==> config.mk <==
export PLATFORM = sky130hd
export DESIGN_NAME = img_frame_source
export DESIGN_NICKNAME = d
export VERILOG_FILES = /design/src/rtl/img_stream_pkg.sv /design/src/rtl/img_frame_timing.sv /design/src/rtl/img_frame_source.sv
export SDC_FILE = /design/constraint.sdc
export NUM_CORES = 1
export LEC_CHECK = 0
export BUFFER_PORTS_ARGS = -buffer_cell sky130_fd_sc_hd__buf_4
export CAP_MARGIN = 20
export CORE_ASPECT_RATIO = 1.25
export CORE_MARGIN = 2
export CORE_UTILIZATION = 40
export DETAILED_ROUTE_END_ITERATION = 10
export GPL_TIMING_DRIVEN = 0
export PLACE_DENSITY = 0.67
export RECOVER_POWER = 25
export SETUP_SLACK_MARGIN = 0.5
export SLEW_MARGIN = 30
export SYNTH_ARGS = -nofsm -noshare
export SYNTH_HDL_FRONTEND = slang
export SYNTH_SLANG_ARGS = --single-unit
export TNS_END_PERCENT = 20
==> constraint.sdc <==
create_clock -name clk -period 2.7 [get_ports clk]
set_clock_uncertainty 0.05 [all_clocks]
set_input_delay 0.54 -clock clk [delete_from_list [all_inputs] [get_ports clk]]
set_output_delay 0.54 -clock clk [all_outputs]
set_load 0.005 [all_outputs]
==> src/rtl/img_stream_pkg.sv <==
// Shared types and constants for the vsync/href/gray pixel-stream blocks.
package img_stream_pkg;

  // Sequencer phases of one replayed frame.
  typedef enum logic [1:0] {
    IDLE   = 2'd0,
    BLANK  = 2'd1,
    ACTIVE = 2'd2,
    POST   = 2'd3
  } fsm_state_e;

  // Stages between a RAM read issue and the pixel leaving the block:
  // one cycle of RAM latency plus the output gray register.
  localparam int PIPE_LAT = 2;

  // Gray pixel width.
  localparam int PIX_W = 8;

  // Largest of three values; sizes a counter shared by several phases.
  function automatic int max3(input int a, input int b, input int c);
    int m;
    m = (a > b) ? a : b;
    return (m > c) ? m : c;
  endfunction

endpackage

==> src/rtl/img_frame_timing.sv <==
// Frame sequencer: walks BLANK/ACTIVE rows and the POST tail, issuing one RAM
// read per ACTIVE cycle at a linear row-major address.
module img_frame_timing
  import img_stream_pkg::*;
#(
  parameter int IMG_HDISP = 512,
  parameter int IMG_VDISP = 512,
  parameter int H_BLANK   = 10,
  parameter int V_POST    = 1,
  parameter int ADDR_W    = 18
) (
  input  logic              clk,
  input  logic              rst,
  input  logic              start_i,
  input  logic              abort_i,
  output logic              vsync_o,
  output logic              href_o,
  output logic              rd_en_o,
  output logic [ADDR_W-1:0] addr_o,
  output logic              last_o
);

  // Only one phase runs at a time, so blank, column and post cycles share a
  // single phase counter sized for the longest of them.
  localparam int CNT_MAX = max3(H_BLANK, IMG_HDISP, V_POST);
  localparam int CNT_W   = $clog2(CNT_MAX + 1);
  localparam int ROW_W   = $clog2(IMG_VDISP + 1);

  localparam logic [CNT_W-1:0] BLANK_LAST = CNT_W'(H_BLANK - 1);
  localparam logic [CNT_W-1:0] COL_LAST   = CNT_W'(IMG_HDISP - 1);
  localparam logic [CNT_W-1:0] POST_LAST  = CNT_W'(V_POST - 1);
  localparam logic [ROW_W-1:0] ROW_LAST   = ROW_W'(IMG_VDISP - 1);

  fsm_state_e        state_q;
  logic [CNT_W-1:0]  cnt_q;
  logic [ROW_W-1:0]  row_q;
  logic [ADDR_W-1:0] addr_q;
  logic              vsync_q;
  logic              href_q;
  logic              rd_en_q;
  logic              last_q;

  // Sequencer with registered stream controls; abort returns to IDLE at once.
  // NOTE: state and outputs use non-blocking assignments so every register
  // samples pre-edge values and the block simulates like the synthesized flops.
  always_ff @(posedge clk or posedge rst) begin
    if (rst) begin
      state_q <= IDLE;
      cnt_q   <= '0;
      row_q   <= '0;
      addr_q  <= '0;
      vsync_q <= 1'b0;
      href_q  <= 1'b0;
      rd_en_q <= 1'b0;
      last_q  <= 1'b0;
    end else if (abort_i) begin
      state_q <= IDLE;
      cnt_q   <= '0;
      row_q   <= '0;
      addr_q  <= '0;
      vsync_q <= 1'b0;
      href_q  <= 1'b0;
      rd_en_q <= 1'b0;
      last_q  <= 1'b0;
    end else begin
      case (state_q)
        IDLE: begin
          if (start_i) begin
            state_q <= BLANK;
            cnt_q   <= '0;
            row_q   <= '0;
            vsync_q <= 1'b1;
          end
        end
        BLANK: begin
          if (cnt_q == BLANK_LAST) begin
            state_q <= ACTIVE;
            cnt_q   <= '0;
            href_q  <= 1'b1;
            rd_en_q <= 1'b1;
          end else begin
            cnt_q <= cnt_q + CNT_W'(1);
          end
        end
        ACTIVE: begin
          if (cnt_q == COL_LAST) begin
            cnt_q   <= '0;
            href_q  <= 1'b0;
            rd_en_q <= 1'b0;
            if (row_q == ROW_LAST) begin
              // Last pixel of the frame issued: rewind the address here so
              // it can never step past the final pixel.
              state_q <= POST;
              row_q   <= '0;
              addr_q  <= '0;
              last_q  <= (V_POST == 1);
            end else begin
              state_q <= BLANK;
              row_q   <= row_q + ROW_W'(1);
              addr_q  <= addr_q + ADDR_W'(1);
            end
          end else begin
            cnt_q  <= cnt_q + CNT_W'(1);
            addr_q <= addr_q + ADDR_W'(1);
          end
        end
        POST: begin
          if (cnt_q == POST_LAST) begin
            state_q <= IDLE;
            cnt_q   <= '0;
            vsync_q <= 1'b0;
            last_q  <= 1'b0;
          end else begin
            cnt_q  <= cnt_q + CNT_W'(1);
            last_q <= (cnt_q + CNT_W'(1)) == POST_LAST;
          end
        end
        default: state_q <= IDLE;
      endcase
    end
  end

  assign vsync_o = vsync_q;
  assign href_o  = href_q;
  assign rd_en_o = rd_en_q;
  assign addr_o  = addr_q;
  assign last_o  = last_q;

endmodule

==> src/rtl/img_frame_source.sv <==
// Frame source: replays a stored gray frame from a synchronous RAM as a
// vsync/href/gray pixel stream, one pixel per clock, row-major.
module img_frame_source
  import img_stream_pkg::*;
#(
  parameter int IMG_HDISP = 512,
  parameter int IMG_VDISP = 512,
  parameter int H_BLANK   = 10,
  parameter int V_POST    = 1,
  parameter int ADDR_W    = 18   // 2**ADDR_W must cover IMG_HDISP*IMG_VDISP
) (
  input  logic              clk,
  input  logic              rst,
  input  logic              start,
  input  logic              abort,
  output logic              busy,
  output logic              done,
  output logic              mem_rd_en,
  output logic [ADDR_W-1:0] mem_rd_addr,
  input  logic [PIX_W-1:0]  mem_rd_data,
  output logic              post_img_vsync,
  output logic              post_img_href,
  output logic [PIX_W-1:0]  post_img_gray
);

  logic              tim_vsync;
  logic              tim_href;
  logic              tim_last;
  logic              start_acc;

  logic [PIPE_LAT-1:0] vsync_pipe_q;
  logic [PIPE_LAT-1:0] href_pipe_q;
  logic [PIPE_LAT-1:0] last_pipe_q;
  logic [PIX_W-1:0]    gray_q;
  logic                done_q;

  // A frame stays busy until its tail has drained out of the alignment pipe;
  // start is ignored until then, and abort always wins over start.
  assign busy      = tim_vsync | (|vsync_pipe_q);
  assign start_acc = start & ~busy & ~abort;

  img_frame_timing #(
    .IMG_HDISP (IMG_HDISP),
    .IMG_VDISP (IMG_VDISP),
    .H_BLANK   (H_BLANK),
    .V_POST    (V_POST),
    .ADDR_W    (ADDR_W)
  ) u_timing (
    .clk     (clk),
    .rst     (rst),
    .start_i (start_acc),
    .abort_i (abort),
    .vsync_o (tim_vsync),
    .href_o  (tim_href),
    .rd_en_o (mem_rd_en),
    .addr_o  (mem_rd_addr),
    .last_o  (tim_last)
  );

  // Delay sync flags to meet the RAM data; abort empties the pipe at once.
  always_ff @(posedge clk or posedge rst) begin
    if (rst) begin
      vsync_pipe_q <= '0;
      href_pipe_q  <= '0;
      last_pipe_q  <= '0;
    end else if (abort) begin
      vsync_pipe_q <= '0;
      href_pipe_q  <= '0;
      last_pipe_q  <= '0;
    end else begin
      vsync_pipe_q <= {vsync_pipe_q[PIPE_LAT-2:0], tim_vsync};
      href_pipe_q  <= {href_pipe_q[PIPE_LAT-2:0], tim_href};
      last_pipe_q  <= {last_pipe_q[PIPE_LAT-2:0], tim_last};
    end
  end

  // Output pixel register; together with the RAM latency this lines a pixel
  // up with the href delayed through the pipe.
  always_ff @(posedge clk or posedge rst) begin
    if (rst) begin
      gray_q <= '0;
    end else if (abort) begin
      gray_q <= '0;
    end else begin
      gray_q <= mem_rd_data;
    end
  end

  // Frame-end pulse in the first cycle after the last vsync-high output cycle;
  // an aborted frame clears the last flag from the pipe and never pulses.
  always_ff @(posedge clk or posedge rst) begin
    if (rst) begin
      done_q <= 1'b0;
    end else if (abort) begin
      done_q <= 1'b0;
    end else begin
      done_q <= last_pipe_q[PIPE_LAT-1];
    end
  end

  assign post_img_vsync = vsync_pipe_q[PIPE_LAT-1];
  assign post_img_href  = href_pipe_q[PIPE_LAT-1];
  assign post_img_gray  = gray_q;
  assign done           = done_q;

endmodule
; ---- Word level (Yosys, flattened, before mapping)
; Cells that the tools add are included.
[totals]
ff_bits = 58
word_cells = 84
input_bits = 12
[op_classes]
eq_ne = 11
n_mux = 39
add_sub_neg = 3
n_reduce_logical = 14
bitwise = 5
[op_table]
columns = operator, n
row1 = $mux W10, 8
row2 = $mux W18, 4
row3 = $pmux W10 S4, 1
row4 = $add A10 B1 Y10 const B, 2
row5 = $eq A10 B9 Y1 const B, 2
row6 = $logic_not A10 Y1, 2
row7 = $pmux W10 S2, 1
row8 = $add A18 B1 Y18 const B, 1
row9 = $mux W2, 9
row10 = $ne A3 B2 Y1 const B, 4
row11 = $reduce_and A3 Y1, 4
row12 = $reduce_bool A3 Y1, 4
row13 = $mux W1, 11
row14 = $eq A10 B4 Y1 const B, 1
row15 = $mux W8, 1
row16 = $pmux W2 S4, 1
row17 = $pmux W1 S2, 3
row18 = $eq A2 B2 Y1 const B, 2
row19 = $reduce_and A4 Y1, 1
row20 = $ne A3 B3 Y1 const B, 1
row21 = $and A1 B1 Y1, 2
row22 = $eq A2 B1 Y1 const B, 1
row23 = $logic_not A2 Y1, 1
row24 = $not A1 Y1, 2
row25 = other kinds (3), 3

; ---- Longest topological paths before layout
[depth]
word_depth = 8
mapped_depth = 8

; ---- Cells and area by module
; Synthesis repeated with hierarchy kept, for this count alone.
[hier_totals]
cells_unflattened = 337
hier_area_um2 = 3103.0
[by_module_without_submodules]
columns = module, area_per_inst_um2, instances, cells_each
row1 = img_frame_timing, 2598.7, 1, 303
row2 = img_frame_source, 504.2, 1, 34

; ---- Worst setup path before layout
; Ideal clock, no wire load.
[synth_path]
kind = reg-to-reg
start = register u_timing.cnt_q[2]
end = register u_timing.cnt_q[9]
stages_incl_launch_ff = 9
setup_time_ns = 0.130
arrival_ns = 1.814
period_less_slack_ns = 1.994
setup_slack_ns = 0.706
path_cell_list = dfrtp_1 -> buf_6 -> or4_4 -> buf_6 -> o31ai_4 -> o211a_1 -> buf_6 -> or4_1 -> o211ai_1
[synth_between]
elab_chain_cells = 4
word_cells_on_any_way = 9
cone_classes = add/sub (1) / eq/ne (2) / mux (5) / reduce/logical (1)
[synth_rtl]
columns = item, line
row1 = from (decl), img_frame_timing.sv:35  ; logic [CNT_W-1:0] cnt_q;
row2 = from (signal assigned), img_frame_timing.sv:82  ; cnt_q <= cnt_q + CNT_W'(1);
row3 = from (signal assigned), img_frame_timing.sv:103  ; cnt_q <= cnt_q + CNT_W'(1);
row4 = from (signal assigned), img_frame_timing.sv:114  ; cnt_q <= cnt_q + CNT_W'(1);
row5 = "$add A10 B1 Y10, or another cell as far along", "img_frame_timing.sv:82, img_frame_timing.sv:103, img_frame_timing.sv:114"
row6 = $mux W10 (on tied branches), "img_frame_timing.sv:108, img_frame_timing.sv:76, img_frame_timing.sv:86"
row7 = $pmux W10 S4 *, img_frame_timing.sv:66  ; case (state_q)
row8 = $mux W10 *, img_frame_timing.sv:56  ; end else if (abort_i) begin
; Every way passes the cells marked *; elsewhere a longest branch is shown, timed or not.
; A chain may end at the register's enable or synchronous reset.

; ---- Worst setup path in the final report
[layout_path]
start = register u_timing.cnt_q[2]
end = register u_timing.cnt_q[6]
; The elaborated chain is that of the path after synthesis.

==> reports/results.ini <==
[clock_network]
numCtsBuffers=9
clock_latency_ps=340
postCtsHoldBufs=0
clockRootBuffer=clkbuf_8
clk_pin_slew_worst_paths_ps=70
cts_sinks=58
clockBufferDepth=2
htree_levels=3
cts_tree=done

[setup_path]
critPathCaptureType=register
critPathKind=reg2reg
critPathLaunchType=register
reg2reg_slack_ps=500
worstPathArrival_ps=2340
path_max_fanout=9
worstPathRequired_ps=2850

[yosys]
synthTopCellsByCount=58 x dfrtp_1, 26 x nand2_1, 24 x nor2_1, 22 x o21ai_0, 19 x nor2b_1
yosys-top-cells-area=dfrtp_1 45%, nor2b_1 3.7%, o21ai_0 3.4%
synth-compound-area-share=0.173
synth-seq-cells=58
synth-simple-area-share=0.244
synthXorXnorAreaFrac=0.0353
synth_cell_types=58
avgSynthCellArea_um2=9.52
netlist.area_leader.share=0.450
synth_top_family_by_area=simple AND/OR/NAND/NOR gates
syn_nets=357
synth_top_area_cell=dfrtp_1
synth_area_mm2=0.00323
ys_seq_area_frac=0.450
synth_edf_count=0
yosysMostFrequentCell=dfrtp_1
synth-async-reset-ratio=1.00
ys.flop_type=dfrtp_1
synthMuxAreaShare=0.0252
ys_warn_count=0
netlist_instances=339
yosys.area_share.adder=0.0233

[final_layout]
final_nets=416
nFillCells=737
instances_no_fill=498
area_growth_pct=23.7
drive_gt1_frac=0.251
diodes=0

[drt]
first_iter_violations=142
drt-vias-per-instance=5.54
wire_per_inst_um=14.8
drc=0
ant_nets=0
routed_wl_mm=7.38
firstDrtPassIters=5
num_vias=2758

[timing]
min_period_ps=2200
timing.final.crit_share=0.813
final-hold-violation-count=0
rsz0062_at_grt=true
setup_viol=0
slew_violations=0
fmax_ghz=0.455
slew_headroom=0.338
worst_slew_pin_slew_ps=987

[placed_design]
place_inst=477
portBuffers=42
hpwl_mm=5.22
place_congestion=0.874

[global_route]
grt_max_degree=38
grt_pass1_vias=2748
grt_pass1_wl_mm=12.6
overflow=0
grt_usage=0.175
antenna_found_initial=0

[floorplanning]
initial_utilization=0.414
ios=43
rows=36
core_area_mm2=0.00779
die_x_um=84.3
dieArea_mm2=0.00881
chipHeight_um=104

[outcome]
status=finished clean

[pwr]
leakagePower_nw=1.77
ir_drop_v=0.000228
powerDensity_mw_per_mm2=523
power_mw=2.09

[worst_hold_path]
hold_class=in2async

[flow_run]
max_cap_violations=0

[cells by family (layout without fill, tap and decap cells)]
logic type / count (synthesis) / in the layout
muxes: 8 / 8
DFF: 58 / 58
buffers and inverters: 33 / 97
and+or+nand+nor: 140 / 140
adders and majority gates: 6 / 6
xor gates and xnor gates: 13 / 13
AOI/OAI and AO/OA: 81 / 81
[state kept, by name (all words and copies together), names as in the netlist]
signal / cells
u_timing.vsync_o: 1
u_timing.row_q: 10
u_timing.state_q: 2
href_pipe_q: 2
last_pipe_q: 2
post_img_gray: 8
vsync_pipe_q: 2
u_timing.addr_o: 18
u_timing.last_o: 1
u_timing.cnt_q: 10
u_timing.href_o: 1
done: 1
[worst max-delay path, stage by stage, from the launching register on]
cell     delay [ps]
dfrtp_1         380
buf_6           140
or4_4           520
buf_6           150
o31ai_4         200
o21ai_2         120
nor3b_4         360
o32ai_2         140
[per-layer routing]
| layer | global-route usage | routed length, um | vias up |
|---|---|---|---|
| met2 | 0.295 | 3730 | 62 |
| met4 | 0.0737 | 139 | 0 |
| met3 | 0.0413 | 331 | 12 |
| li1 | - | - | 1345 |
| met5 | 0 | 0 | - |
| met1 | 0.214 | 3180 | 1339 |
[final timing paths]
path | endpoint | depth (start not counted) | start
max | u_timing.cnt_q[6]$_DFFE_PP0P_ | 7 | u_timing.cnt_q[2]$_DFFE_PP0P_
min | u_timing.addr_o[17]$_DFFE_PP0N_ | 2 | rst
max reg2reg | u_timing.cnt_q[6]$_DFFE_PP0P_ | 7 | u_timing.cnt_q[2]$_DFFE_PP0P_
min reg2reg | last_pipe_q[1]$_DFF_PP0_ | 1 | last_pipe_q[0]$_DFF_PP0_
max in group asynchronous | u_timing.row_q[0]$_DFFE_PP0P_ | 3 | rst
min in group clk | post_img_gray[1]$_DFF_PP0_ | 2 | mem_rd_data[1]
[timing repair]
action | CTS | global route
setup endpoints to repair | 26 | 38
setup buffers | 0 | 5
pin swaps | 0 | 8
gates resized for setup | 3 | 17
[layout make-up]
type	count	area [um^2]	area share
flip-flops and latches	58	1450	0.364
well taps	95	119	0.0298
inverters	13	50.0	0.0125
clock buffers	11	141	0.0354
repair buffers	48	358	0.0897
clock inverters	5	53.8	0.0135
multi-input cells	248	1700	0.427
plain buffers	20	110	0.0276
[cells in the final DEF, fill, tap and decap left out, types with 6 or more instances in the layout]
master	count
mux2i_1	7
clkbuf_8	10
o21ai_0	22
nor2_1	24
a22o_1	6
dfrtp_1	56
nand2_1	25
or3_1	6
xor2_1	10
inv_1	11
buf_2	6
nand4_1	8
nor3_1	9
nand3_1	18
a21oi_1	17
buf_4	47
nor2b_1	19
clkbuf_1	9
[report_power, final]
group	switching (mW)	internal, mW
sequential	0.0423	0.899
clock	0.349	0.448
combinational	0.198	0.148
total	0.590	1.50
[stage by stage]
step | instance area, um^2 | hold WS, ps | worst slack [ps] | utilization | setup TNS, ps
5_1_grt | 3990 | 362 | 436 | 0.512 | 0
3_5_place_dp | 3680 | 400 | 232 | 0.473 | 0
2_1_floorplan | 3230 | 389 | 682 | - | 0
3_3_place_gp | 3660 | 392 | -105 | 0.470 | -5930
4_1_cts | 3900 | 108 | 362 | 0.500 | 0
6_report | 3990 | 328 | 504 | 0.512 | 0
Note: power is estimated with default switching activity, not from simulation.
